--- src/rtl/friscv_dispensador.sv ---
// N-channel dispensing controller: one request per channel, ultrasonic cup check, timed pump dose.
// Optional feature: define FRISCV_REMEDICAO_EN for periodic cup re-measurement while serving.
module friscv_dispensador #(
  parameter int N_SUCOS        = 2,
  parameter int LARG_MEDIDA    = 12,
  parameter int DIST_COPO      = 10,
  parameter int TEMPO_DOSE     = 50_000_000,
  parameter int PERIODO_MEDIDA = 5_000_000,
  parameter int TIMEOUT_MEDIDA = 2_500_000
) (
  input  logic                   clock,
  input  logic                   reset,
  input  logic                   liga_frisc,
  input  logic [N_SUCOS-1:0]     liga_suco,
  input  logic                   fim_medida,
  input  logic [LARG_MEDIDA-1:0] medida,
  output logic                   inicia_medida,
  output logic [N_SUCOS-1:0]     ativa_bomba,
  output logic                   pronto,
  output logic                   erro,
  output logic [3:0]             db_estado
);

  localparam int SEL_W  = (N_SUCOS > 1)        ? $clog2(N_SUCOS)        : 1;
  localparam int DOSE_W = (TEMPO_DOSE > 1)     ? $clog2(TEMPO_DOSE)     : 1;
  localparam int TMO_W  = (TIMEOUT_MEDIDA > 1) ? $clog2(TIMEOUT_MEDIDA) : 1;

  localparam logic [DOSE_W-1:0] DOSE_FIM = DOSE_W'(TEMPO_DOSE - 1);
  localparam logic [TMO_W-1:0]  TMO_FIM  = TMO_W'(TIMEOUT_MEDIDA - 1);

  typedef enum logic [3:0] {
    INICIAL   = 4'd0,
    ESPERA    = 4'd1,
    MEDE      = 4'd2,
    AGUARDA   = 4'd3,
    SERVE     = 4'd4,
    MEDE_S    = 4'd5,
    AGUARDA_S = 4'd6,
    FIM       = 4'd7,
    ERRO      = 4'd14
  } estado_t;

  estado_t estado, prox;

  logic [N_SUCOS-1:0] suco_ant;
  logic [N_SUCOS-1:0] bordas;
  logic [SEL_W-1:0]   sel, sel_novo;
  logic [DOSE_W-1:0]  dose_cnt;
  logic [TMO_W-1:0]   tmo_cnt;
  logic               copo_presente;
  logic               dose_fim;
  logic               tmo_fim;
  logic               servindo;
  logic               medindo;

  assign bordas        = liga_suco & ~suco_ant;
  assign copo_presente = (medida != '0) && (medida <= LARG_MEDIDA'(DIST_COPO));
  assign dose_fim      = (dose_cnt == DOSE_FIM);
  assign tmo_fim       = (tmo_cnt == TMO_FIM);
  assign servindo      = (estado == SERVE) || (estado == MEDE_S) || (estado == AGUARDA_S);
  // The timeout count starts in the MEDE cycle so ERRO lands TIMEOUT_MEDIDA cycles after it.
  assign medindo       = (estado == MEDE) || (estado == AGUARDA) ||
                         (estado == MEDE_S) || (estado == AGUARDA_S);

  always_comb begin
    sel_novo = '0;
    for (int i = N_SUCOS - 1; i >= 0; i--) begin
      if (bordas[i]) sel_novo = SEL_W'(i);
    end
  end

`ifdef FRISCV_REMEDICAO_EN
  localparam int PER_W = (PERIODO_MEDIDA > 1) ? $clog2(PERIODO_MEDIDA) : 1;
  localparam logic [PER_W-1:0] PER_FIM = PER_W'(PERIODO_MEDIDA - 1);

  logic [PER_W-1:0] per_cnt;
  logic             per_fim;

  assign per_fim = (per_cnt == PER_FIM);

  // Leaving SERVE clears the period count, so every re-entry restarts the period.
  always_ff @(posedge clock or negedge reset) begin
    if (!reset) per_cnt <= '0;
    else        per_cnt <= (estado == SERVE) ? per_cnt + PER_W'(1) : '0;
  end
`endif

  always_comb begin
    prox = estado;
    case (estado)
      INICIAL: if (liga_frisc) prox = ESPERA;
      ESPERA:  if (|bordas) prox = MEDE;
      MEDE:    prox = AGUARDA;
      AGUARDA: begin
        if (fim_medida)   prox = copo_presente ? SERVE : ERRO;
        else if (tmo_fim) prox = ERRO;
      end
      SERVE: begin
        if (dose_fim) prox = FIM;
`ifdef FRISCV_REMEDICAO_EN
        else if (per_fim) prox = MEDE_S;
`endif
      end
`ifdef FRISCV_REMEDICAO_EN
      MEDE_S: prox = dose_fim ? FIM : AGUARDA_S;
      AGUARDA_S: begin
        if (dose_fim)        prox = FIM;
        else if (fim_medida) prox = copo_presente ? SERVE : ERRO;
        else if (tmo_fim)    prox = ERRO;
      end
`endif
      FIM:     prox = ESPERA;
      ERRO:    prox = ERRO;
      default: prox = INICIAL;
    endcase
    if (!liga_frisc && (estado != INICIAL)) prox = INICIAL;
  end

  // Button history resets to all ones so a button held through reset never counts as a request.
  always_ff @(posedge clock or negedge reset) begin
    if (!reset) begin
      estado   <= INICIAL;
      suco_ant <= '1;
      sel      <= '0;
      dose_cnt <= '0;
      tmo_cnt  <= '0;
    end else begin
      estado   <= prox;
      suco_ant <= liga_suco;
      if ((estado == ESPERA) && (prox == MEDE)) sel <= sel_novo;
      dose_cnt <= servindo ? dose_cnt + DOSE_W'(1) : '0;
      tmo_cnt  <= medindo  ? tmo_cnt + TMO_W'(1)   : '0;
    end
  end

  assign inicia_medida = (estado == MEDE) || (estado == MEDE_S);
  assign ativa_bomba   = servindo ? (N_SUCOS'(1) << sel) : '0;
  assign pronto        = (estado == FIM);
  assign erro          = (estado == ERRO);
  assign db_estado     = estado;

endmodule

--- config.mk ---
export PLATFORM = sky130hd
export DESIGN_NAME = friscv_dispensador
export DESIGN_NICKNAME = d
export VERILOG_FILES = /design/src/rtl/friscv_dispensador.sv
export SDC_FILE = /design/constraint.sdc
export NUM_CORES = 1
export LEC_CHECK = 0
export ABC_AREA = 1
export CAP_MARGIN = 25
export CORE_MARGIN = 5
export CORE_UTILIZATION = 52
export CTS_CLUSTER_DIAMETER = 40
export DETAILED_ROUTE_END_ITERATION = 8
export GPL_ROUTABILITY_DRIVEN = 0
export MAX_ROUTING_LAYER = met4
export PLACE_DENSITY = 0.76
export SYNTH_ARGS = -nofsm -noshare
export SYNTH_HDL_FRONTEND = slang
export SYNTH_SLANG_ARGS = --single-unit
--- constraint.sdc ---
create_clock -name clock -period 1.47 [get_ports clock]
set_input_delay 0.2205 -clock clock [delete_from_list [all_inputs] [get_ports clock]]
set_output_delay 0.2205 -clock clock [all_outputs]
set_load 0.03 [all_outputs]
; ---- Word-level counts from Yosys, hierarchy flattened
; Index checks and enable logic that the tools add are counted.
; Widths: inputs -> output; s select.
[op_classes]
addsub = 2
order_cmp = 1
n_eq_ne = 11
shifts = 1
n_mux = 13
bitwise_logic = 2
n_reduce_logical = 14
[op_table]
columns = op, n
row1 = $mux 4, 7
row2 = $pmux 4 s7, 1
row3 = $add 26x1->26 const B, 1
row4 = $eq 26x26->1 const B, 1
row5 = $mux 26, 1
row6 = $add 22x1->22 const B, 1
row7 = $eq 22x22->1 const B, 1
row8 = $mux 22, 1
row9 = $eq 4x3->1 const B, 4
row10 = $eq 4x2->1 const B, 3
row11 = $le 12x4->1 const B, 1
row12 = $reduce_bool 12->1, 1
row13 = $logic_or 1x1->1, 6
row14 = $eq 4x1->1 const B, 1
row15 = $eq 4x4->1 const B, 1
row16 = $logic_not 4->1, 1
row17 = $reduce_bool 4->1, 1
row18 = $logic_and 1x1->1, 3
row19 = $and 2x2->2, 1
row20 = $mux 1, 2
row21 = $mux 2, 1
row22 = $not 2->2, 1
row23 = $reduce_or 2->1, 1
row24 = $shl 1x1->2 const A, 1
row25 = $logic_not 1->1, 1
[word_totals]
ff_bits = 55
inputBits = 18
output_inout_bits = 9
wordCells = 49

; ---- Longest topological paths before layout
[depth]
word_depth = 8
mapped_depth = 10
ltp_nobuf = 10

; ---- Least setup slack after synthesis
; No wires, ideal clock.
[synth_timing]
kind = register to output
from = register estado[3] (netlist: db_estado[3])
to = output ativa_bomba[0]
arrival_time_ns = 1.494
t_required_ns = 1.250
setup_slack_ns = -0.245
stages_incl_launch_ff = 7
path_buffers = 1
cell_sequence = dfrtp_1 inv_1 nand2_1 inv_1 nand2_4 clkbuf_1 nor2_1
[synth_between]
elab_chain_len = 4
elab_cells_between_ends = 6
classes_between = 3 x eq/ne / 1 x mux / 2 x reduce/logical
[synth_lines]
columns = element, line_no
row1 = start: declaration, 43  ; estado_t estado, prox;
row2 = start signal: assignment, 128  ; estado <= prox;
row3 = $eq 4x3->1, 60  ; assign servindo = (estado == SERVE) || (estado == MEDE_S) || (estado == AGUARDA_S);
row4 = $logic_or 1x1->1, 60
row5 = $logic_or 1x1->1 *, 60
row6 = $mux 2 *, 137  ; assign ativa_bomba = servindo ? (N_SUCOS'(1) << sel) : '0;
row7 = end: declaration, 18  ; output logic [N_SUCOS-1:0] ativa_bomba,
; Every way passes the cells marked *; elsewhere a longest branch is shown, timed or not.

; ---- Worst setup path after layout
[layout_timing]
from = register estado[3] (netlist: db_estado[3])
to = output inicia_medida
[layout_between]
elab_chain_len = 2
elab_cells_between_ends = 3
classes_between = 2 x eq/ne / 1 x reduce/logical
[layout_lines]
columns = element, line_no
row1 = $eq 4x2->1 / $eq 4x3->1 (equally long branches), 136  ; assign inicia_medida = (estado == MEDE) || (estado == MEDE_S);
row2 = $logic_or 1x1->1 *, 136
row3 = end: declaration, 17  ; output logic inicia_medida,
; Marks and branches as above.

==> reports/results.tsv <==
metric	value	unit
yosysSeqAreaShare	42.60	%
power_density	889.4	nW/µm²
slowest_delay	460	ps
cts_tree	yes	
synth.distinct_cells	37	
vias	3149	
grt_max_degree	56	
power.net_switching	1277	µW
p_total	3824	µW
violations	setup timing	
p_leak	0.001934	µW
track_usage	20.76	%
synthToLayoutAreaGrowth	32.82	%
layout_setup_ws	-86.17	ps
ys.warnings.count	0	
ant_nets	0	
arrival	1340	ps
grt_pass1_wl	12.52	mm
critical_path.cell_chain	nor2_4 -> inv_2 -> nor2_4 -> a31o_4 -> buf_6	
post-route-drc-count	0	
vdd_drop_max	0.0006326	V
drtPass1Iterations	4	
synth_top_area_cell	dfrtp_1	
clock.fmax	642.6	MHz
globalRouteMet2Util	36.64	%
synth_most_common_cell	nor2_1	
setup_viol	12	
p_int	2546	µW
power_frac_comb	33.1	%
syn_area	3237	µm²
cp_common_cell	nor2_4	
grt-ovfl-total	0	
drt-total-wl	8.208	mm
synth_edf_count	0	
slew_headroom	79.67	%
die_y	88.90	µm
grt_pass1_vias	2911	
synthTopCellsByCount	nor2_1, nand2_1, dfrtp_1, inv_1, nand3_1	
nets	539	
crit_slowest_cell	dfrtp_2	
slew_viol_final	0	
critPathKind	reg2out	
drive_gt1_share	29.04	%
grt.busiest_layer	met2	
period_share	105.9	%
syn_inst	435	
cts_buffer_depth	2	
cts_root_buf	clkbuf_8	
worstHoldPathType	in2reg	
drt_iter0_markers	145	
gr-usage-met3	3.226	%
clk_latency	310	ps
initial_core_util	54.03	%
synth_top_area_share	40.97	%
period_minus_slack	1556	ps
rows	28	
antenna_cells	0	
cp-end-kind	output port	
start_kind	flop	
antenna_found_initial	0	
fill_cells	464	
die_x	88.90	µm
timing.hold.ws	364.1	ps
dp_hpwl	5.687	mm
postSynth.asyncResetShare	100.0	%
tightest_slew	306.1	ps
coreArea	5991	µm²
ys_ff_latch	55	
maxCapViolCount	0	
avgViaCountPerCell	5.292	
rsz0062_at_grt	yes	
status	complete, but fails checks	
synth_area_per_cell	7.441	µm²
use_met1	24.07	%
finalHoldViolations	0	
dieArea	7902	µm²
ios	27	
synthFlopType	dfrtp_1	
routedWlPerCell	13.79	µm
seq_power_share	43.1	%
post_dp_cell_area	3801	µm²
synthTopCellsByArea	dfrtp_1, nor2_1, nand2_1	
crit_required	1250	ps
portBuffers	26	
post-route-util	71.76	%
cts_made_buffers	5	
clk_pin_slew	100	ps
p_sw_share	33.40	%
cts.sinks	55	
htree_levels	2	
clockPowerShare	23.7	%
worst-path-max-fanout	4	
final_cell_area	4299	µm²
syn-num-nets	455	
finalClockSkew	8.797	ps
-- final timing paths --
check / from / endpoint / slack (ps) / depth (start not counted)
setup / recovery: db_estado[3]$_DFF_PN0_ / inicia_medida / -90 / 5
hold / removal: liga_suco[0] / suco_ant[0]$_DFF_PN1_ / 360 / 1
setup reg to reg: dose_cnt[0]$_DFF_PN0_ / sel$_DFFE_PN0P_ / -60 / 10
hold reg to reg: tmo_cnt[20]$_DFF_PN0_ / tmo_cnt[20]$_DFF_PN0_ / 540 / 2
max in group asynchronous: reset / suco_ant[0]$_DFF_PN1_ / 730 / 3
min in group asynchronous: reset / tmo_cnt[15]$_DFF_PN0_ / 420 / 3
-- kinds of logic after synthesis --
family / after synthesis / share of synthesized area (%)
adders and majority gates: 2 / 0.7730
AOI/OAI and AO/OA: 48 / 8.041
xor gates and xnor gates: 13 / 3.518
buffers and inverters: 62 / 7.692
DFF: 55 / 42.60
and+or+nand+nor: 255 / 37.38
-- critical path, delay by kind of cell, from the launching register on --
kind / cells / cell delay [ps]
flops: 1 / 460
simple gates: 2 / 270
buf+inv: 2 / 190
compound gates: 1 / 110
-- routing by layer --
layer	wire length (µm)	vias up	part of all wire, %
li1	-	1573	-
met2	4406	46	54
met1	3440	1514	42
met3	206	16	2.5
met4	153	0	1.9
met5	0	-	0
-- power by group through the flow --
stage	sequential, µW	clock [µW]	combinational [µW]
floorplan	1740	0	570
detailed placement	1670	0	1020
CTS	1640	929	1080
finish	1650	908	1270
global route	1660	989	1390
global placement	1670	0	1000
-- registers in the layout (all words and copies together), names as in the netlist --
register   flops
dose_cnt      26
suco_ant       2
db_estado      4
tmo_cnt       22
sel            1
-- placed cells by master, fill, tap and decap left out, drive strengths merged, types with 2 or more instances in the layout --
cell	instances
inv	58
o21a	3
nand3	36
clkdlybuf4s50	16
nand3b	3
clkbuf	9
dfstp	2
dlygate4sd2	3
dfrtp	53
o21ai	19
xnor2	4
nor2	98
buf	60
nor3	17
a21oi	22
nand4	11
or2	2
nand2	84
xor2	9
ha	2
and3	2
-- metrics by stage --
step / worst slack (ps) / std cells / setup TNS [ps]
floorplan: 14.40 / 435 / 0
global placement: -85.89 / 562 / -149.3
detailed placement: -188.3 / 562 / -518.9
CTS: -149.7 / 574 / -285.7
global route: -146.3 / 595 / -1786
finish: -86.17 / 595 / -378.7
-- final cells by class --
class / instances / area [µm²] / share of cell area, %
Tap cell: 75 / 93.84 / 2.183
Timing Repair Buffer: 81 / 680.7 / 15.83
Clock buffer: 8 / 100.1 / 2.328
Multi-Input combinational cell: 318 / 1818 / 42.29
Sequential cell: 55 / 1384 / 32.19
Inverter: 58 / 222.7 / 5.180
-- what timing repair did --
item	CTS	global route
resized for setup	19	51
gates cloned	0	0
pin swaps	3	20
setup endpoints to repair	13	33
setup buffers	3	21
hold endpoints to repair	53	0
hold buffers	1	0
Note: power is estimated with default switching activity, not from simulation.
